File: config.mk
export PLATFORM = sky130hd
export DESIGN_NAME = sb_tx_msg_arbiter
export DESIGN_NICKNAME = d
export VERILOG_FILES = /design/src/rtl/sb_tx_msg_arbiter_pkg.sv /design/src/rtl/sb_tx_msg_arbiter_rr_arb2.sv /design/src/rtl/sb_tx_msg_arbiter.sv
export SDC_FILE = /design/constraint.sdc
export NUM_CORES = 1
export LEC_CHECK = 0
export BUFFER_PORTS_ARGS = -buffer_cell sky130_fd_sc_hd__buf_2
export CORE_MARGIN = 2
export CORE_UTILIZATION = 35
export DETAILED_ROUTE_END_ITERATION = 8
export PLACE_DENSITY = 0.72
export SLEW_MARGIN = 20
export SYNTH_ARGS = -nofsm -noshare
export SYNTH_HDL_FRONTEND = slang
export SYNTH_SLANG_ARGS = --single-unit
File: constraint.sdc
create_clock -name i_clk -period 4.9 [get_ports i_clk]
set_input_delay 0.49 -clock i_clk [delete_from_list [all_inputs] [get_ports i_clk]]
set_output_delay 0.49 -clock i_clk [all_outputs]
set_load 0.1 [all_outputs]
File: src/rtl/sb_tx_msg_arbiter_pkg.sv
// Shared types for the sideband TX message arbiter: FSM states, requester ids
// and the 64-bit word type.
package sb_tx_arb_pkg;

  typedef logic [63:0] sb_word_t;

  typedef enum logic [1:0] {
    IDLE    = 2'd0,
    WR_HDR  = 2'd1,
    WR_DATA = 2'd2
  } state_e;

  localparam logic REQ_PHY = 1'b0;
  localparam logic REQ_ADP = 1'b1;

  // Second word of a message: the payload, or all zeros for no-data messages.
  function automatic sb_word_t data_word(input logic has_data, input sb_word_t data);
    return has_data ? data : '0;
  endfunction

endpackage

File: src/rtl/sb_tx_msg_arbiter_rr_arb2.sv
// Two-requester round-robin arbiter; bit 0 is PHY, bit 1 is the adapter.
module sb_rr_arb2
  import sb_tx_arb_pkg::*;
(
  input  logic       clk,
  input  logic       rst,
  input  logic [1:0] req,
  input  logic       adv,
  output logic [1:0] gnt,
  output logic       last_winner
);

  logic last_winner_q;
  logic last_winner_d;

  always_comb begin
    gnt           = req;
    last_winner_d = last_winner_q;
    // On a tie the requester that did not win last time goes first.
    if (req == 2'b11) begin
      gnt = (last_winner_q == REQ_ADP) ? 2'b01 : 2'b10;
    end
    if (adv && (|req)) begin
      last_winner_d = gnt[1] ? REQ_ADP : REQ_PHY;
    end
  end

  always_ff @(posedge clk) begin
    if (rst) begin
      last_winner_q <= REQ_ADP;
    end else begin
      last_winner_q <= last_winner_d;
    end
  end

  assign last_winner = last_winner_q;

endmodule

File: src/rtl/sb_tx_msg_arbiter.sv
// Writes PHY / adapter sideband messages into the TX FIFO as atomic
// header + payload word pairs, admitting a message only when both words fit.
module sb_tx_msg_arbiter
  import sb_tx_arb_pkg::*;
#(
  parameter  int DEPTH = 8,
  localparam int CW    = $clog2(DEPTH + 1)
) (
  input  logic     i_clk,
  input  logic     i_rst,
  input  logic     i_phy_req,
  input  sb_word_t i_phy_hdr,
  input  sb_word_t i_phy_data,
  input  logic     i_phy_has_data,
  output logic     o_phy_gnt,
  input  logic     i_adp_req,
  input  sb_word_t i_adp_hdr,
  input  sb_word_t i_adp_data,
  input  logic     i_adp_has_data,
  output logic     o_adp_gnt,
  input  logic     i_pl_inband_pres,
  input  logic     i_fifo_rd_en,
  output logic     o_fifo_wr_en,
  output sb_word_t o_fifo_wr_data,
  output logic     o_busy,
  output logic     o_underflow_err
);

  state_e   state_q, state_d;
  logic [CW-1:0] occ_q, occ_d;
  logic     uf_q, uf_d;
  sb_word_t hdr_q, hdr_d;
  sb_word_t data_q, data_d;
  logic     phy_has_q, phy_has_d;
  logic     adp_has_q, adp_has_d;

  logic       space_ok;
  logic       can_issue;
  logic [1:0] arb_req;
  logic [1:0] arb_gnt;
  logic       grant;
  logic       last_winner;
  logic       rd_ok;

  // Registered occupancy only: a pop in the grant cycle is credited next cycle.
  assign space_ok  = (occ_q <= CW'(DEPTH - 2));
  assign can_issue = (state_q == IDLE) && space_ok;
  assign arb_req   = {i_adp_req & i_pl_inband_pres, i_phy_req} & {2{can_issue}};
  assign grant     = |arb_gnt;

  sb_rr_arb2 u_rr_arb2 (
    .clk         (i_clk),
    .rst         (i_rst),
    .req         (arb_req),
    .adv         (can_issue),
    .gnt         (arb_gnt),
    .last_winner (last_winner)
  );

  assign o_phy_gnt = arb_gnt[0];
  assign o_adp_gnt = arb_gnt[1];
  assign o_busy    = (state_q != IDLE);

  always_comb begin
    state_d        = state_q;
    hdr_d          = hdr_q;
    data_d         = data_q;
    phy_has_d      = phy_has_q;
    adp_has_d      = adp_has_q;
    o_fifo_wr_en   = 1'b0;
    o_fifo_wr_data = '0;
    case (state_q)
      IDLE: begin
        if (grant) begin
          state_d   = WR_HDR;
          hdr_d     = arb_gnt[1] ? i_adp_hdr  : i_phy_hdr;
          data_d    = arb_gnt[1] ? i_adp_data : i_phy_data;
          phy_has_d = i_phy_has_data;
          adp_has_d = i_adp_has_data;
        end
      end
      WR_HDR: begin
        o_fifo_wr_en   = 1'b1;
        o_fifo_wr_data = hdr_q;
        state_d        = WR_DATA;
      end
      WR_DATA: begin
        // The arbiter's last winner is the owner of the message in flight.
        o_fifo_wr_en   = 1'b1;
        o_fifo_wr_data = data_word((last_winner == REQ_ADP) ? adp_has_q : phy_has_q, data_q);
        state_d        = IDLE;
      end
      default: state_d = IDLE;
    endcase
  end

  always_comb begin
    rd_ok = i_fifo_rd_en && (occ_q != '0);
    occ_d = occ_q + CW'(o_fifo_wr_en) - CW'(rd_ok);
    uf_d  = uf_q | (i_fifo_rd_en && (occ_q == '0));
  end

  assign o_underflow_err = uf_q;

  always_ff @(posedge i_clk) begin
    if (i_rst) begin
      state_q <= IDLE;
      occ_q   <= '0;
      uf_q    <= 1'b0;
    end else begin
      state_q <= state_d;
      occ_q   <= occ_d;
      uf_q    <= uf_d;
    end
  end

  always_ff @(posedge i_clk) begin
    hdr_q     <= hdr_d;
    data_q    <= data_d;
    phy_has_q <= phy_has_d;
    adp_has_q <= adp_has_d;
  end

endmodule
After elaboration in Yosys (flattened, before gate mapping)
Index checks and enable logic that the tools add are counted.

Reductions and logical operators: 12. $add $sub $neg: 2. Equality and inequality tests: 4. Bitwise gates (word level): 3. Multiplexer cells: 11. Order comparisons: 1.

Operators by type and width (number): 2-to-1 mux 64 bit (3); case mux 64 bit (2 select lines) (1); 2-to-1 mux 2 bit (3); OR reduction 2 bit (3); adder 4 x 1 -> 4 bit (1); equality test 2 bit (second input constant) (2); <= comparator 4 x 3 -> 1 bit (second input constant) (1); logical AND 1 bit (4); zero test 4 bit (1); case mux 2 bit (2 select lines) (1); nonzero test 4 bit (1); subtractor 4 x 1 -> 4 bit (1); 2-to-1 mux 1 bit (3); AND 2 bit (1); equality test 2 x 1 -> 1 bit (second input constant) (1); zero test 2 bit (1); != test 2 bit (second input constant) (1); AND reduction 2 bit (1); nonzero test 2 bit (1); AND 1 bit (1); bitwise OR 1 bit (1).

Output and inout bits: 69. Input port bits: 264. Bits in registers: 138. Word-level logic and storage cells: 41.

Longest topological paths before layout
Depth after elaboration: 8. Depth in mapped cells: 10. Gate-level depth less buffers: 10.

Hierarchy
From an unflattened synthesis, not the netlist that was laid out.

Cell total of the unflattened synthesis: 487. Area total of the unflattened synthesis: 7080.5 sq um.

Modules (own cells, without submodules): sb_tx_msg_arbiter (sequential area each 4043.9 sq um, area each 7019.2 sq um, cells an instance 480, instances 1); sb_rr_arb2 (sequential area each 20.0 sq um, area each 61.3 sq um, cells an instance 7, instances 1).

Worst setup path after synthesis
OpenSTA, ideal clock, no wires.

Kind: register -> register. Start: register occ_q[3]. End: register adp_has_q (enable). Stages on the path, launching flop included: 6. Library setup time: 504 ps. Buffers on the path: 0. Data required time: 4396 ps. Slack: 576 ps. Arrival time: 3819 ps. Period minus slack after synthesis: 4324 ps. Cell sequence: dfxtp_1 -> inv_1 -> ha_1 -> nand3_1 -> and3_1 -> and2_1.

Cells in the longest elaborated chain, start to end: 7.

Ends and longest elaborated chain: start: declaration (RTL line sb_tx_msg_arbiter.sv:30) `logic [CW-1:0] occ_q, occ_d;`; start signal: assignment (RTL line sb_tx_msg_arbiter.sv:108) `occ_q <= '0;`; start signal: assignment (RTL line sb_tx_msg_arbiter.sv:112) `occ_q <= occ_d;`; <= comparator 4 x 3 -> 1 bit (*) (RTL line sb_tx_msg_arbiter.sv:46) `assign space_ok = (occ_q <= CW'(DEPTH - 2));`; logical AND 1 bit (*) (RTL line sb_tx_msg_arbiter.sv:47) `assign can_issue = (state_q == IDLE) && space_ok;`; AND 2 bit (*) (RTL line sb_tx_msg_arbiter.sv:48) `assign arb_req = {i_adp_req & i_pl_inband_pres, i_phy_req} & {2{can_issue}};`; equality test 2 bit (RTL line sb_tx_msg_arbiter_rr_arb2.sv:20) `if (req == 2'b11) begin`; 2-to-1 mux 2 bit (*) (RTL line sb_tx_msg_arbiter_rr_arb2.sv:20); OR reduction 2 bit (*) (RTL line sb_tx_msg_arbiter.sv:49) `assign grant = |arb_gnt;`; AND reduction 2 bit (no line) (*); end signal: assignment (RTL line sb_tx_msg_arbiter.sv:121) `adp_has_q <= adp_has_d;`; end: declaration (RTL line sb_tx_msg_arbiter.sv:35) `logic adp_has_q, adp_has_d;`.

Mark *: on every way between the ends. The rest lies on a longest branch, timed or not. A chain may end at the register's enable or synchronous reset.

Final worst setup path
Start: register state_q[0]. End: output o_fifo_wr_data[36].

Cells in the longest elaborated chain, start to end: 2. Elaborated cells on any way between the ends: 3. Classes of those cells: eq/ne: 2; mux: 1.

Ends and longest elaborated chain: start: declaration (RTL line sb_tx_msg_arbiter.sv:29) `state_e state_q, state_d;`; start signal: assignment (RTL line sb_tx_msg_arbiter.sv:111) `state_q <= state_d;`; equality test 2 bit / equality test 2 x 1 -> 1 bit (equally long branches) (RTL line sb_tx_msg_arbiter.sv:72) `case (state_q)`; case mux 64 bit (2 select lines) (*) (RTL line sb_tx_msg_arbiter.sv:72); end: declaration (RTL line sb_tx_msg_arbiter.sv:24) `output sb_word_t o_fifo_wr_data,`.

Marked as above.

==> metrics <==
status finished clean; Crit Path Category reg -> out; # rows 54; Slew Limit Fails 0; Crit path max-delay family buffers and inverters; CP max stage cell ha_2; Syn Nets 768; final net count 1082; CTS root buf clkbuf_16; GRT Util Overall 0.154; cts hold-fix bufs 0; hold slack final 258 ps; #FFs+latches synth 138; Placed Cells 1067; setup violators final 0; total leakage power 4.18 nW; Die ar. 23000 um^2; setup bufs post-CTS 0; Area growth syn-to-layout 30.4%; final number of hold-violating endpoints 0; TritonCTS Buffers 17; VDD IR-drop max 278 uV; H-tree depth 4; Layout Cells excl Fill 1099; Core Footprint 21600 um^2; Skew-Pair Late Insertion Delay 430 ps; commonest non-fill, non-tap cell in the layout buf_2; Reg-to-Reg End hdr_q[9]; vias in the first global route 5012; Final period util 0.669; Crit. path cell count 6; Ant. Diodes 0; pre-CTS setup slack 2050 ps; register area 4060 um^2; commonest cells after routing, fill and taps aside buf_2, edfxtp_1, mux2_4, nor2b_1, a32oi_1; first-pass GRT wire length 26500 um; slew margin rel. 0.320; CP peak stage delay 570 ps; vias per cell 4.81; CP startpoint kind flop; post-route ant nets 0; register area share after synthesis 0.533; unique cell type count in the Yosys netlist 31; Multi-input gate area 3180 um^2; Sum Neg Setup Slack 0 ps; DR iter-0 viols 235; worst min path class in -> reg; global route overflow 0; synthesized area 7630 um^2; antenna violations before repair 1; die width 152 um; IO Pins 333; share of cells above drive strength 1 0.617; worst hold path startpoint i_adp_has_data; Avg Inst Size Synth 15.5 um^2; clock transition at the registers of the reported paths 60 ps; final worst setup slack 1620 ps; flop2flop setup slack 2350 ps; Ys Warns 0; PortBufs 332; Initial Utilization 0.353; Slew @ Worst Pin 1020 ps; Arr. time, crit path 2790 ps; crit end category output pin; clock tree sinks 138; DRT Pass-1 Iters 6; vias post-DR 5288; worst r2r src state_q[0]; FMAX 0.305 GHz; Avg WL per Cell 16.6 um; largest net degree at the start of global routing 75; PD cells 583 nW/um^2; Synth Instances 492; Tmin final 3280 ps; critical path endpoint o_fifo_wr_data[36]; RSZ-0062 raised after global routing false; critical-path cell list inv_1 -> ha_2 -> buf_4 -> a32oi_1 -> nor2b_1 -> buf_2; clk buf depth 2; worst path bufs/invs 3; Die Y 152 um; CTS tree built; routability cong. 0.824; CP Max Fanout 39; HPWL after DPL 13200 um; DRC 0; r2r worst-path depth 6; DRT Wirelength 18300 um; Final Skew 14.2 ps; CP Data Required Time 4410 ps; maxcap violations 0; cts repair resizes 0; CP Launch Point state_q[0]; Fillers 1980
[routing by layer]
| layer | up-vias | track usage | wire (um) |
|---|---|---|---|
| met5 | - | 0 | 0 |
| met4 | 0 | 0.0657 | 438 |
| met3 | 30 | 0.0344 | 1090 |
| met2 | 210 | 0.265 | 9440 |
| met1 | 2500 | 0.186 | 7290 |
| li1 | 2548 | - | - |
[area by class of cell]
class                      instances  area share
sequential                       138       0.408
multi-input combinational        302       0.319
timing repair buffer             338       0.174
clock buffer                      18      0.0431
tap                              280      0.0352
clock inverter                    14      0.0165
inverter                           9     0.00339
[logic make-up (layout without fill, tap and decap cells)]
family / count (synthesis) / count (layout) / share of synthesized area
compound gates: 71 / 71 / 0.0802
xor+xnor: 1 / 1 / 0.00115
fa+ha+maj: 12 / 12 / 0.0207
buf+inv: 52 / 379 / 0.0523
flops: 138 / 138 / 0.533
mux: 132 / 132 / 0.244
simple gates: 86 / 86 / 0.0690
[per-stage QoR]
step	utilization	total power, mW	instance area [um^2]
finish	0.460	5.80	9950
global route	0.460	6.08	9950
CTS	0.460	5.88	9950
detailed placement	0.433	4.58	9360
global placement	0.433	4.54	9360
floorplan	-	4.08	7630
[sequential cells by signal (all words and copies together) (netlist names)]
signal and flops:
data_q 64, hdr_q 64, occ_q 4, state_q 2, adp_has_q 1, o_underflow_err 1, phy_has_q 1, u_rr_arb2.last_winner 1
[worst min-delay path by stage]
| stage | endpoint | cells after the start |
|---|---|---|
| 2_1_floorplan | state_q[1] | 2 |
| 3_3_place_gp | o_underflow_err | 2 |
| 3_5_place_dp | o_underflow_err | 2 |
| 4_1_cts | adp_has_q | 1 |
| 5_1_grt | phy_has_q | 1 |
| 6_report | adp_has_q | 1 |
[Yosys cell counts]
cell	count	share of area
buf_12	11	0.029
and2_1	1	0.00082
a31oi_1	1	0.00082
clkbuf_1	13	0.0064
nor2b_1	68	0.056
edfxtp_1	130	0.51
ha_1	11	0.018
dfxtp_1	8	0.021
a21o_1	2	0.0020
buf_1	9	0.0044
and4b_4	1	0.0018
buf_2	8	0.0052
xnor2_1	1	0.0011
a21oi_1	2	0.0013
mux2i_1	2	0.0026
nand2b_1	4	0.0033
inv_1	9	0.0044
mux2_4	101	0.20
a21bo_2	1	0.0013
a32oi_1	64	0.073
and3_1	1	0.00082
nor2_1	5	0.0025
fa_1	1	0.0026
a221o_1	1	0.0013
mux2_2	28	0.041
nand4_1	1	0.00082
nand3_1	2	0.0013
nand2_1	2	0.00098
buf_6	2	0.0030
mux2_1	1	0.0015
nor3b_1	1	0.00098
[power breakdown]
| part | leakage, nW | switching, mW | internal (mW) |
|---|---|---|---|
| Clock | 0.280 | 0.526 | 0.763 |
| Sequential | 1.30 | 0.122 | 1.81 |
| Combinational | 2.60 | 1.86 | 0.726 |
No activity file was read; power rests on OpenSTA's default activity.
